## src/rtl/hi_ssp_pkg.sv

```systemverilog
// Shared constants and types for the HF reader SSP transmitter.
package hi_ssp_pkg;

  localparam int unsigned SSP_WORD_W  = 16;
  localparam int unsigned SSP_CLK_DIV = 4;
  localparam int unsigned PHASE_W     = $clog2(SSP_CLK_DIV);
  localparam int unsigned BITCNT_W    = $clog2(SSP_WORD_W);

  // Phase value whose closing edge ends a bit period
  localparam logic [PHASE_W-1:0] PH_BOUNDARY = 2'd3;
  // Reset phase keeps ssp_clk low and puts the first rise two clocks out
  localparam logic [PHASE_W-1:0] PH_RESET    = 2'd2;

  typedef logic [SSP_WORD_W-1:0] ssp_word_t;

  typedef enum logic {
    IDLE  = 1'b0,
    SHIFT = 1'b1
  } state_e;

endpackage

```

## src/rtl/hi_ssp_fifo.sv

```systemverilog
// Small synchronous FIFO of report words; head is read from storage only, no bypass.
module hi_ssp_fifo
  import hi_ssp_pkg::*;
#(
  parameter int unsigned DEPTH = 4,
  localparam int unsigned CNT_W = $clog2(DEPTH) + 1
) (
  input  logic             clk,
  input  logic             rst_n,
  input  logic             push,
  input  ssp_word_t        wr_data,
  input  logic             pop,
  output ssp_word_t        rd_data_c,
  output logic [CNT_W-1:0] count,
  output logic             empty_c
);

  localparam int unsigned PTR_W = $clog2(DEPTH);

  ssp_word_t        mem [DEPTH];
  logic [PTR_W-1:0] wr_ptr;
  logic [PTR_W-1:0] rd_ptr;
  logic             full_c;
  logic             do_push;
  logic             do_pop;

  assign full_c    = (count == CNT_W'(DEPTH));
  assign empty_c   = (count == '0);
  assign do_push   = push & ~full_c;
  assign do_pop    = pop & ~empty_c;
  assign rd_data_c = mem[rd_ptr];

  // Storage write; contents need no reset since count gates visibility
  always_ff @(posedge clk) begin
    if (do_push) mem[wr_ptr] <= wr_data;
  end

  // Pointers and occupancy
  always_ff @(posedge clk or negedge rst_n) begin
    if (!rst_n) begin
      wr_ptr <= '0;
      rd_ptr <= '0;
      count  <= '0;
    end else begin
      if (do_push) wr_ptr <= wr_ptr + PTR_W'(1);
      if (do_pop)  rd_ptr <= rd_ptr + PTR_W'(1);
      case ({do_push, do_pop})
        2'b10:   count <= count + CNT_W'(1);
        2'b01:   count <= count - CNT_W'(1);
        default: count <= count;
      endcase
    end
  end

endmodule

```

## src/rtl/hi_ssp_tx.sv

```systemverilog
// Buffered SSP transmitter: queues correlator words and shifts them MSB-first at clk/4.
module hi_ssp_tx
  import hi_ssp_pkg::*;
#(
  parameter int unsigned FIFO_DEPTH = 4,
  parameter int unsigned DROP_W     = 8
) (
  input  logic              ck_1356meg,
  input  logic              rst_n,
  input  logic [15:0]       in_data,
  input  logic              in_valid,
  output logic              in_ready,
  input  logic              clr_drop,
  output logic [DROP_W-1:0] drop_cnt,
  output logic              ssp_clk,
  output logic              ssp_frame,
  output logic              ssp_din
);

  localparam int unsigned       CNT_W    = $clog2(FIFO_DEPTH) + 1;
  localparam logic [DROP_W-1:0] DROP_MAX = '1;

  logic [PHASE_W-1:0]  phase;
  logic                boundary_c;
  state_e              state;
  state_e              state_n;
  ssp_word_t           shreg;
  ssp_word_t           shreg_n;
  logic [BITCNT_W-1:0] bitcnt;
  logic [BITCNT_W-1:0] bitcnt_n;
  logic                din_n;
  logic                frame_n;
  logic                pop_c;
  logic                push_c;
  logic                drop_c;
  ssp_word_t           head_c;
  logic [CNT_W-1:0]    fifo_count;
  logic                fifo_empty_c;

  assign in_ready   = (fifo_count != CNT_W'(FIFO_DEPTH));
  assign push_c     = in_valid & in_ready;
  assign drop_c     = in_valid & ~in_ready;
  assign boundary_c = (phase == PH_BOUNDARY);
  assign ssp_clk    = ~phase[PHASE_W-1];

  hi_ssp_fifo #(.DEPTH(FIFO_DEPTH)) u_fifo (
    .clk       (ck_1356meg),
    .rst_n     (rst_n),
    .push      (push_c),
    .wr_data   (in_data),
    .pop       (pop_c),
    .rd_data_c (head_c),
    .count     (fifo_count),
    .empty_c   (fifo_empty_c)
  );

  // Free-running bit-period phase counter
  always_ff @(posedge ck_1356meg or negedge rst_n) begin
    if (!rst_n) phase <= PH_RESET;
    else        phase <= phase + PHASE_W'(1);
  end

  // FSM, shifter and serial output registers
  always_ff @(posedge ck_1356meg or negedge rst_n) begin
    if (!rst_n) begin
      state     <= IDLE;
      shreg     <= '0;
      bitcnt    <= '0;
      ssp_din   <= 1'b0;
      ssp_frame <= 1'b0;
    end else begin
      state     <= state_n;
      shreg     <= shreg_n;
      bitcnt    <= bitcnt_n;
      ssp_din   <= din_n;
      ssp_frame <= frame_n;
    end
  end

  // Next-state: load on idle or word end, shift otherwise, all on boundaries
  always_comb begin
    state_n  = state;
    shreg_n  = shreg;
    bitcnt_n = bitcnt;
    din_n    = ssp_din;
    frame_n  = ssp_frame;
    pop_c    = 1'b0;
    if (boundary_c) begin
      if ((state == SHIFT) && (bitcnt != '0)) begin
        shreg_n  = shreg << 1;
        din_n    = shreg[SSP_WORD_W-2];
        frame_n  = 1'b0;
        bitcnt_n = bitcnt - BITCNT_W'(1);
      end else if (!fifo_empty_c) begin
        pop_c    = 1'b1;
        shreg_n  = head_c;
        din_n    = head_c[SSP_WORD_W-1];
        frame_n  = 1'b1;
        bitcnt_n = BITCNT_W'(SSP_WORD_W - 1);
        state_n  = SHIFT;
      end else begin
        din_n    = 1'b0;
        frame_n  = 1'b0;
        state_n  = IDLE;
      end
    end
  end

  // Saturating drop counter; a clear coinciding with a drop leaves one
  always_ff @(posedge ck_1356meg or negedge rst_n) begin
    if (!rst_n) begin
      drop_cnt <= '0;
    end else if (clr_drop) begin
      drop_cnt <= DROP_W'(drop_c);
    end else if (drop_c && (drop_cnt != DROP_MAX)) begin
      drop_cnt <= drop_cnt + DROP_W'(1);
    end
  end

endmodule
```

## config.mk

```make
export PLATFORM = sky130hd
export DESIGN_NAME = hi_ssp_tx
export DESIGN_NICKNAME = d
export VERILOG_FILES = /design/src/rtl/hi_ssp_pkg.sv /design/src/rtl/hi_ssp_fifo.sv /design/src/rtl/hi_ssp_tx.sv
export SDC_FILE = /design/constraint.sdc
export NUM_CORES = 1
export LEC_CHECK = 0
export BUFFER_PORTS_ARGS = -buffer_cell sky130_fd_sc_hd__buf_2
export CAP_MARGIN = 20
export CORE_MARGIN = 4
export CORE_UTILIZATION = 40
export CTS_CLUSTER_SIZE = 20
export DETAILED_ROUTE_END_ITERATION = 10
export HOLD_SLACK_MARGIN = 0.1
export PLACE_DENSITY_LB_ADDON = 0.15
export SLEW_MARGIN = 40
export SYNTH_ARGS = -nofsm -noshare
export SYNTH_HDL_FRONTEND = slang
export SYNTH_HIERARCHICAL = 1
export SYNTH_SLANG_ARGS = --single-unit
```

## constraint.sdc

```tcl
create_clock -name ck_1356meg -period 2.58 [get_ports ck_1356meg]
set_clock_uncertainty 0.05 [all_clocks]
set_input_delay 0.129 -clock ck_1356meg [delete_from_list [all_inputs] [get_ports ck_1356meg]]
set_output_delay 0.129 -clock ck_1356meg [all_outputs]
set_load 0.03 [all_outputs]
```

Yosys cells after proc, flatten, opt, wreduce, memory -nomap -nowiden

Memories as Yosys holds them, arrays and structs flattened.
Index checks and enable logic that the tools add are counted.

Add/sub/neg operators: 7
Equal/unequal tests: 7
Muxes and demuxes: 14
Bitwise gates (word level): 9
Reduce and logical (&&, ||, !) cells: 8

Operators with widths:

| operator              | number |
|---|---|
| $mux W15              | 2 |
| $mux W8               | 2 |
| $add A8 B1 Y8 const B | 1 |
| $mux W4               | 2 |
| $ne A8 B8 Y1 const B  | 1 |
| $mux W1               | 7 |
| $add A2 B1 Y2 const B | 3 |
| $pmux W3 S2           | 1 |
| $not A1 Y1            | 5 |
| $and A1 B1 Y1         | 4 |
| $eq A2 B2 Y1 const B  | 2 |
| $reduce_and A2 Y1     | 2 |
| $reduce_bool A2 Y1    | 2 |
| $reduce_bool A4 Y1    | 1 |
| $sub A4 B1 Y4 const B | 1 |
| $add A3 B1 Y3 const B | 1 |
| $eq A3 B3 Y1 const B  | 1 |
| $logic_not A3 Y1      | 1 |
| $ne A3 B3 Y1 const B  | 1 |
| $sub A3 B1 Y3 const B | 1 |
| $eq A2 B1 Y1 const B  | 1 |
| $logic_and A1 B1 Y1   | 2 |
| $ne A2 B1 Y1 const B  | 1 |

Register bits after elaboration: 39
RAM bits: 64
Bits of input ports: 20
Output and inout bits: 12
Logic and storage cells: 56
Memories kept: 1

Memory list:

| memory     | words | width | read ports | clocked after memory_dff | write ports | line              | source |
|---|---|---|---|---|---|---|---|
| u_fifo.mem | 4     | 16    | 1          | 0                        | 1           | hi_ssp_fifo.sv:20 | `ssp_word_t mem [DEPTH];` |

Longest topological paths before layout

Depth after elaboration: 7
Gate-level depth with buffers: 13
Gate-level depth less buffers: 12

By module

Netlist, hierarchy kept.

By module, submodules not included:

| module      | instances | cells each | area an instance (sq um) | seq. area each (sq um) |
|---|---|---|---|---|
| hi_ssp_fifo | 1         | 121        | 2778.9                   | 2097.0 |
| hi_ssp_tx   | 1         | 136        | 1702.9                   | 802.0 |

Worst setup path before layout

Ideal clock, no wire load.

Path type: register -> register
From: register bitcnt[0]
To: register u_fifo.count[2]
Library setup time: 0.079 ns
Arrival time: 2.554 ns
Data required time: 2.451 ns
Slack: -0.103 ns
Cell stages (with the launch flop): 14
Path buffers: 1
Clock period less this slack: 2.683 ns
Path through: dfrtp_1 > inv_1 > ha_1 > nand2b_4 > o21ai_4 > buf_6 > and3_2 > o31a_1 > ha_1 > inv_1 > fa_1 > xor2_1 > nor2_1 > xor2_1

Cells in the longest elaborated chain, start to end: 7
Elaborated cells on any way between the ends: 9
Those cells by class: eq/ne: 2; mux: 3; bitwise: 1; reduce/logical: 3

Ends and longest elaborated chain:

| element                                           | line              | source |
|---|---|---|
| start, declared                                   | hi_ssp_tx.sv:29   | `logic [BITCNT_W-1:0] bitcnt;` |
| start signal, assigned                            | hi_ssp_tx.sv:74   | `bitcnt <= bitcnt_n;` |
| $reduce_bool A4 Y1 (*)                            | hi_ssp_tx.sv:89   | `if ((state == SHIFT) && (bitcnt != '0)) begin` |
| $logic_and A1 B1 Y1 (*)                           | hi_ssp_tx.sv:89   |  |
| $mux W1 (*)                                       | hi_ssp_tx.sv:89   |  |
| $mux W1 (*)                                       | hi_ssp_tx.sv:88   | `if (boundary_c) begin` |
| named net pop_c                                   | hi_ssp_tx.sv:33   | `logic pop_c;` |
| $and A1 B1 Y1 (*)                                 | hi_ssp_fifo.sv:30 | `assign do_pop = pop & ~empty_c;` |
| named net u_fifo.do_pop                           | hi_ssp_fifo.sv:25 | `logic do_pop;` |
| $eq A2 B1 Y1 or $eq A2 B2 Y1 (tied branches)      | hi_ssp_fifo.sv:47 | `case ({do_push, do_pop})` |
| $pmux W3 S2 or $reduce_bool A2 Y1 (tied branches) | -                 |  |
| end signal, assigned                              | hi_ssp_fifo.sv:48 | `2'b10: count <= count + CNT_W'(1);` |
| end signal, assigned                              | hi_ssp_fifo.sv:49 | `2'b01: count <= count - CNT_W'(1);` |
| end signal, assigned                              | hi_ssp_fifo.sv:50 | `default: count <= count;` |
| end, declared                                     | hi_ssp_fifo.sv:14 | `output logic [CNT_W-1:0] count,` |

Mark *: on every way through the listed nets, which the timed path passes. The rest lies on a longest branch.
A chain may end at the register's enable or synchronous reset.

Worst setup path after layout

Ends and elaborated chain as after synthesis.

==> tab_implementation.tex <==
\begin{tabular}{lr}
\hline
Metric & Value \\
\hline
\multicolumn{2}{l}{\textbf{Final layout}} \\
\quad Growth of design area from synthesis to finish & 16.6\% \\
\quad Share of cells above drive strength 1 & 33.6\% \\
\quad Diode insertion count for antenna repair & 0 \\
\quad Net total in the final layout & 348 \\
\multicolumn{2}{l}{\textbf{Critical path}} \\
\quad Worst reg2reg path depth & 12 \\
\quad Required arrival time at the worst endpoint & 2.83 ns \\
\quad Capture point of the worst path & u\_fifo/count[2] \\
\quad Highest fanout seen on the critical path & 4 \\
\quad Worst setup startpoint & bitcnt[0] \\
\quad Critical register-to-register path endpoint & u\_fifo/count[2] \\
\quad Critical path, cell by cell & inv\_2, ha\_4, nand2b\_4, o21ai\_4, and3\_4, o31a\_1, ha\_2, inv\_1, fa\_2, xor2\_1, nor2\_1, xor2\_1 \\
\quad Crit path kind & reg -> reg \\
\quad Crit path largest cell delay & 0.42 ns \\
\quad Cell repeated most along the worst path & sky130\_fd\_sc\_hd\_\_xor2\_1 \\
\quad Data arrival time of the critical path & 2.65 ns \\
\quad Worst R2R Start & bitcnt[0] \\
\quad Worst path slowest cell & sky130\_fd\_sc\_hd\_\_dfrtp\_1 \\
\quad Startpoint type of the worst setup path & flop \\
\quad Category of the worst setup path capture point & flop \\
\quad Register-to-register path setup slack & 0.18 ns \\
\multicolumn{2}{l}{\textbf{Synthesis}} \\
\quad Post-synthesis instance total & 257 \\
\quad Total nets after synthesis & 286 \\
\quad Number of synthesized flops with an enable pin & 64 \\
\quad Synthesized cell area & 0.00448 mm² \\
\quad \#FFs+latches synth & 103 \\
\quad Seq/Total Area, Yosys & 64.7\% \\
\quad Yosys warns & 6 \\
\quad Number of distinct library cells after synthesis & 51 \\
\quad Proportion of register bits with asynchronous set or reset after synthesis & 37.9\% \\
\quad Mean instance size in the synthesized netlist & 17.4 µm² \\
\quad Dominant synthesized flop cell & sky130\_fd\_sc\_hd\_\_edfxtp\_1 \\
\multicolumn{2}{l}{\textbf{Clock network}} \\
\quad Master cell of the clock root buffer & sky130\_fd\_sc\_hd\_\_clkbuf\_8 \\
\quad Number of resized instances in the post-cts repair step & 0 \\
\quad CTS H-tree depth & 3 \\
\quad Post-CTS Hold Fix Bufs & 18 \\
\quad Clk sink count & 103 \\
\quad TritonCTS clock tree & done \\
\quad Bufs on Longest Clock Path & 2 \\
\quad Setup bufs post-CTS & 0 \\
\quad Latest clock arrival within the worst-skew pair & 0.37 ns \\
\quad Total clock buffers created by CTS & 9 \\
\quad Clock slew seen by the registers of the worst setup and hold paths & 0.10 ns \\
\multicolumn{2}{l}{\textbf{Floorplanning}} \\
\quad Boundary pin count & 32 \\
\quad Row Count & 38 \\
\quad Placeable core region & 0.0109 mm² \\
\quad Die Footprint & 0.0130 mm² \\
\quad Die height & 114 µm \\
\quad Starting density of the core & 41.2\% \\
\quad Die width & 114 µm \\
\multicolumn{2}{l}{\textbf{Global route}} \\
\quad Number of global-route vias before repair & 2,479 \\
\quad Number of antenna violations at the first check in global routing & 0 \\
\quad Residual overflow from global routing & 0 \\
\quad Maximum number of pins on one net before global-route repair & 40 \\
\quad All-Layer GR Usage & 13.2\% \\
\quad Wire length of the first global-routing pass & 12,900 µm \\
\multicolumn{2}{l}{\textbf{Timing}} \\
\quad Slew margin rel. & 64.6\% \\
\quad Fin worst setup slack & 0.180 ns \\
\quad Final slew viol count & 0 \\
\quad Final worst path period share & 93.0\% \\
\quad Fin crit period & 2.40 ns \\
\quad Total Neg Setup Slack & 0 ns \\
\quad Final setup violation count & 0 \\
\quad Fmax & 417 MHz \\
\quad Count of final hold-check violations & 0 \\
\quad Setup repair after global routing missed its margin & false \\
\quad Slew of the pin with the lowest slew margin & 0.531 ns \\
\multicolumn{2}{l}{\textbf{Detailed routing}} \\
\quad Total via count after detailed routing & 2,336 \\
\quad Number of nets still failing antenna checks after routing & 0 \\
\quad Via density & 5.03 \\
\quad Total routed wirelength & 7720 µm \\
\quad Initial detailed-routing violation count & 99 \\
\quad Post-detailed-route wirelength per cell & 16.6 µm \\
\quad Remaining routing DRC violations & 0 \\
\quad Pre-antenna DRT Iters & 4 \\
\multicolumn{2}{l}{\textbf{Pwr}} \\
\quad Maximum ir drop on the vdd rail & 0.000491 V \\
\quad Standby leakage power & 2.06 nW \\
\quad PD cells & 1000 mW/mm² \\
\multicolumn{2}{l}{\textbf{Worst hold path}} \\
\quad Min-Delay Path Class & in -> async \\
\multicolumn{2}{l}{\textbf{Placement}} \\
\quad Worst slack at placement & 0.189 ns \\
\quad Final RePlAce weighted congestion & 0.754 \\
\quad HPWL after DPL & 4690 µm \\
\quad Number of buffers added on ports & 31 \\
\multicolumn{2}{l}{\textbf{Flow run}} \\
\quad Max-capacitance violation count & 0 \\
\multicolumn{2}{l}{\textbf{Outcome}} \\
\quad Status & complete, no violations \\
\hline
\end{tabular}
-- synthesized netlist by cell type (2+ instances only) --
cell type | number | area (µm²)
sky130_fd_sc_hd__edfxtp_1 | 64 | 1920
sky130_fd_sc_hd__dfrtp_1 | 38 | 951
sky130_fd_sc_hd__mux2_4 | 16 | 240
sky130_fd_sc_hd__inv_1 | 14 | 52.6
sky130_fd_sc_hd__mux2_2 | 13 | 146
sky130_fd_sc_hd__nor2_1 | 10 | 37.5
sky130_fd_sc_hd__ha_1 | 8 | 100
sky130_fd_sc_hd__mux4_1 | 8 | 210
sky130_fd_sc_hd__mux4_2 | 8 | 180
sky130_fd_sc_hd__xor2_1 | 8 | 70.1
sky130_fd_sc_hd__and2_1 | 6 | 37.5
sky130_fd_sc_hd__nand2_1 | 5 | 18.8
sky130_fd_sc_hd__o211ai_1 | 4 | 30.0
sky130_fd_sc_hd__a21oi_1 | 3 | 15.0
sky130_fd_sc_hd__and3_1 | 3 | 18.8
sky130_fd_sc_hd__nand3_1 | 3 | 15.0
sky130_fd_sc_hd__nand4_1 | 3 | 18.8
sky130_fd_sc_hd__o21ai_0 | 3 | 15.0
sky130_fd_sc_hd__xnor2_1 | 3 | 26.3
sky130_fd_sc_hd__buf_2 | 2 | 10.0
sky130_fd_sc_hd__buf_6 | 2 | 22.5
sky130_fd_sc_hd__clkbuf_1 | 2 | 7.51
sky130_fd_sc_hd__mux2i_1 | 2 | 20.0
sky130_fd_sc_hd__nor3_1 | 2 | 10.0
-- where the power goes --
| group | internal [mW] | total, mW | switching, mW |
|---|---|---|---|
| combinational | 0.924 | 1.74 | 0.816 |
| clock | 0.469 | 1.05 | 0.578 |
| sequential | 2.22 | 2.45 | 0.230 |
| total | 3.61 | 5.23 | 1.62 |
-- layer usage --
layer | routed length [µm] | global-route usage (%) | vias to the layer above
met5 | 0 | 0 | -
met4 | 154 | 4.99 | 0
met3 | 298 | 3.87 | 13
met2 | 3630 | 21.2 | 46
met1 | 3630 | 17.0 | 1171
li1 | - | - | 1106
-- worst min-delay path by stage --
stage / start / to / slack (ns) / cells after the start
floorplan: rst_n / bitcnt[0] / -0.22 / 0
global placement: rst_n / ssp_din / 0.27 / 1
detailed placement: rst_n / ssp_din / 0.10 / 1
CTS: in_valid / u_fifo/wr_ptr[0] / 0.21 / 5
global route: in_valid / u_fifo/wr_ptr[0] / 0.24 / 5
finish: rst_n / drop_cnt[6] / 0.23 / 2
-- final cells by class --
type                            instances  area [µm²]
Clock buffer                            9         124
Clock inverter                          7        83.8
Fill cell                             915        5660
Inverter                               14        52.6
Multi-Input combinational cell        132        1480
Sequential cell                       103        2900
Tap cell                              140         175
Timing Repair Buffer                   59         413
-- registers in the layout, summed over array words and instances (netlist names) --
name and flops:
u_fifo/mem 64, shreg 15, drop_cnt 8, bitcnt 4, u_fifo/count 3, phase 2, u_fifo/rd_ptr 2, u_fifo/wr_ptr 2
ssp_din 1, ssp_frame 1, state 1
-- critical path: cells and delay by family, from the launching register on --
kind / cells / cell delay [ns]
and+or+nand+nor: 3 / 0.38
xor gates and xnor gates: 2 / 0.29
buffers and inverters: 2 / 0.13
adders and majority gates: 3 / 0.69
AOI/OAI and AO/OA: 2 / 0.35
DFF: 1 / 0.42
-- cells in the final DEF, fill, tap and decap left out, types with 2 or more instances in the layout --
cell type / count
sky130_fd_sc_hd__inv_2: 2
sky130_fd_sc_hd__o211ai_1: 4
sky130_fd_sc_hd__xor2_1: 8
sky130_fd_sc_hd__buf_4: 11
sky130_fd_sc_hd__and2_1: 6
sky130_fd_sc_hd__and3_1: 3
sky130_fd_sc_hd__nand2_1: 5
sky130_fd_sc_hd__dlygate4sd3_1: 18
sky130_fd_sc_hd__edfxtp_1: 64
sky130_fd_sc_hd__mux2i_1: 2
sky130_fd_sc_hd__mux4_2: 8
sky130_fd_sc_hd__nor2_1: 10
sky130_fd_sc_hd__mux2_2: 13
sky130_fd_sc_hd__inv_6: 2
sky130_fd_sc_hd__inv_8: 2
sky130_fd_sc_hd__mux4_1: 8
sky130_fd_sc_hd__nor3_1: 2
sky130_fd_sc_hd__buf_2: 30
sky130_fd_sc_hd__xnor2_1: 3
sky130_fd_sc_hd__ha_1: 6
sky130_fd_sc_hd__mux2_4: 16
sky130_fd_sc_hd__nand3_1: 3
sky130_fd_sc_hd__o21ai_0: 3
sky130_fd_sc_hd__inv_1: 12
sky130_fd_sc_hd__clkbuf_8: 9
sky130_fd_sc_hd__nand4_1: 3
sky130_fd_sc_hd__a21oi_1: 3
sky130_fd_sc_hd__dfrtp_1: 38
-- through the flow --
stage | total power, mW | hold WS, ns | area, µm² | std cells | util (%)
CTS | 5.33 | 0.213 | 5220 | 464 | 48.0
floorplan | 3.83 | -0.217 | 4500 | 257 | -
global placement | 4.20 | 0.270 | 4830 | 430 | 44.4
finish | 5.23 | 0.233 | 5220 | 464 | 48.0
detailed placement | 4.25 | 0.102 | 4840 | 430 | 44.4
global route | 5.57 | 0.235 | 5220 | 464 | 48.0
-- cells by family (layout without fill, tap and decap cells) --
kind of cell | count (synthesis) | in the layout | share of synthesized area, %
flip-flops | 103 | 103 | 64.7
AND/OR/NAND/NOR | 41 | 41 | 5.28
adder cells (fa/ha/maj) | 9 | 9 | 2.68
buffers and inverters | 22 | 89 | 2.85
XOR/XNOR | 11 | 11 | 2.15
multiplexers | 47 | 47 | 17.8
AO/OA/AOI/OAI | 24 | 24 | 4.58
Note: power is estimated with default switching activity, not from simulation.
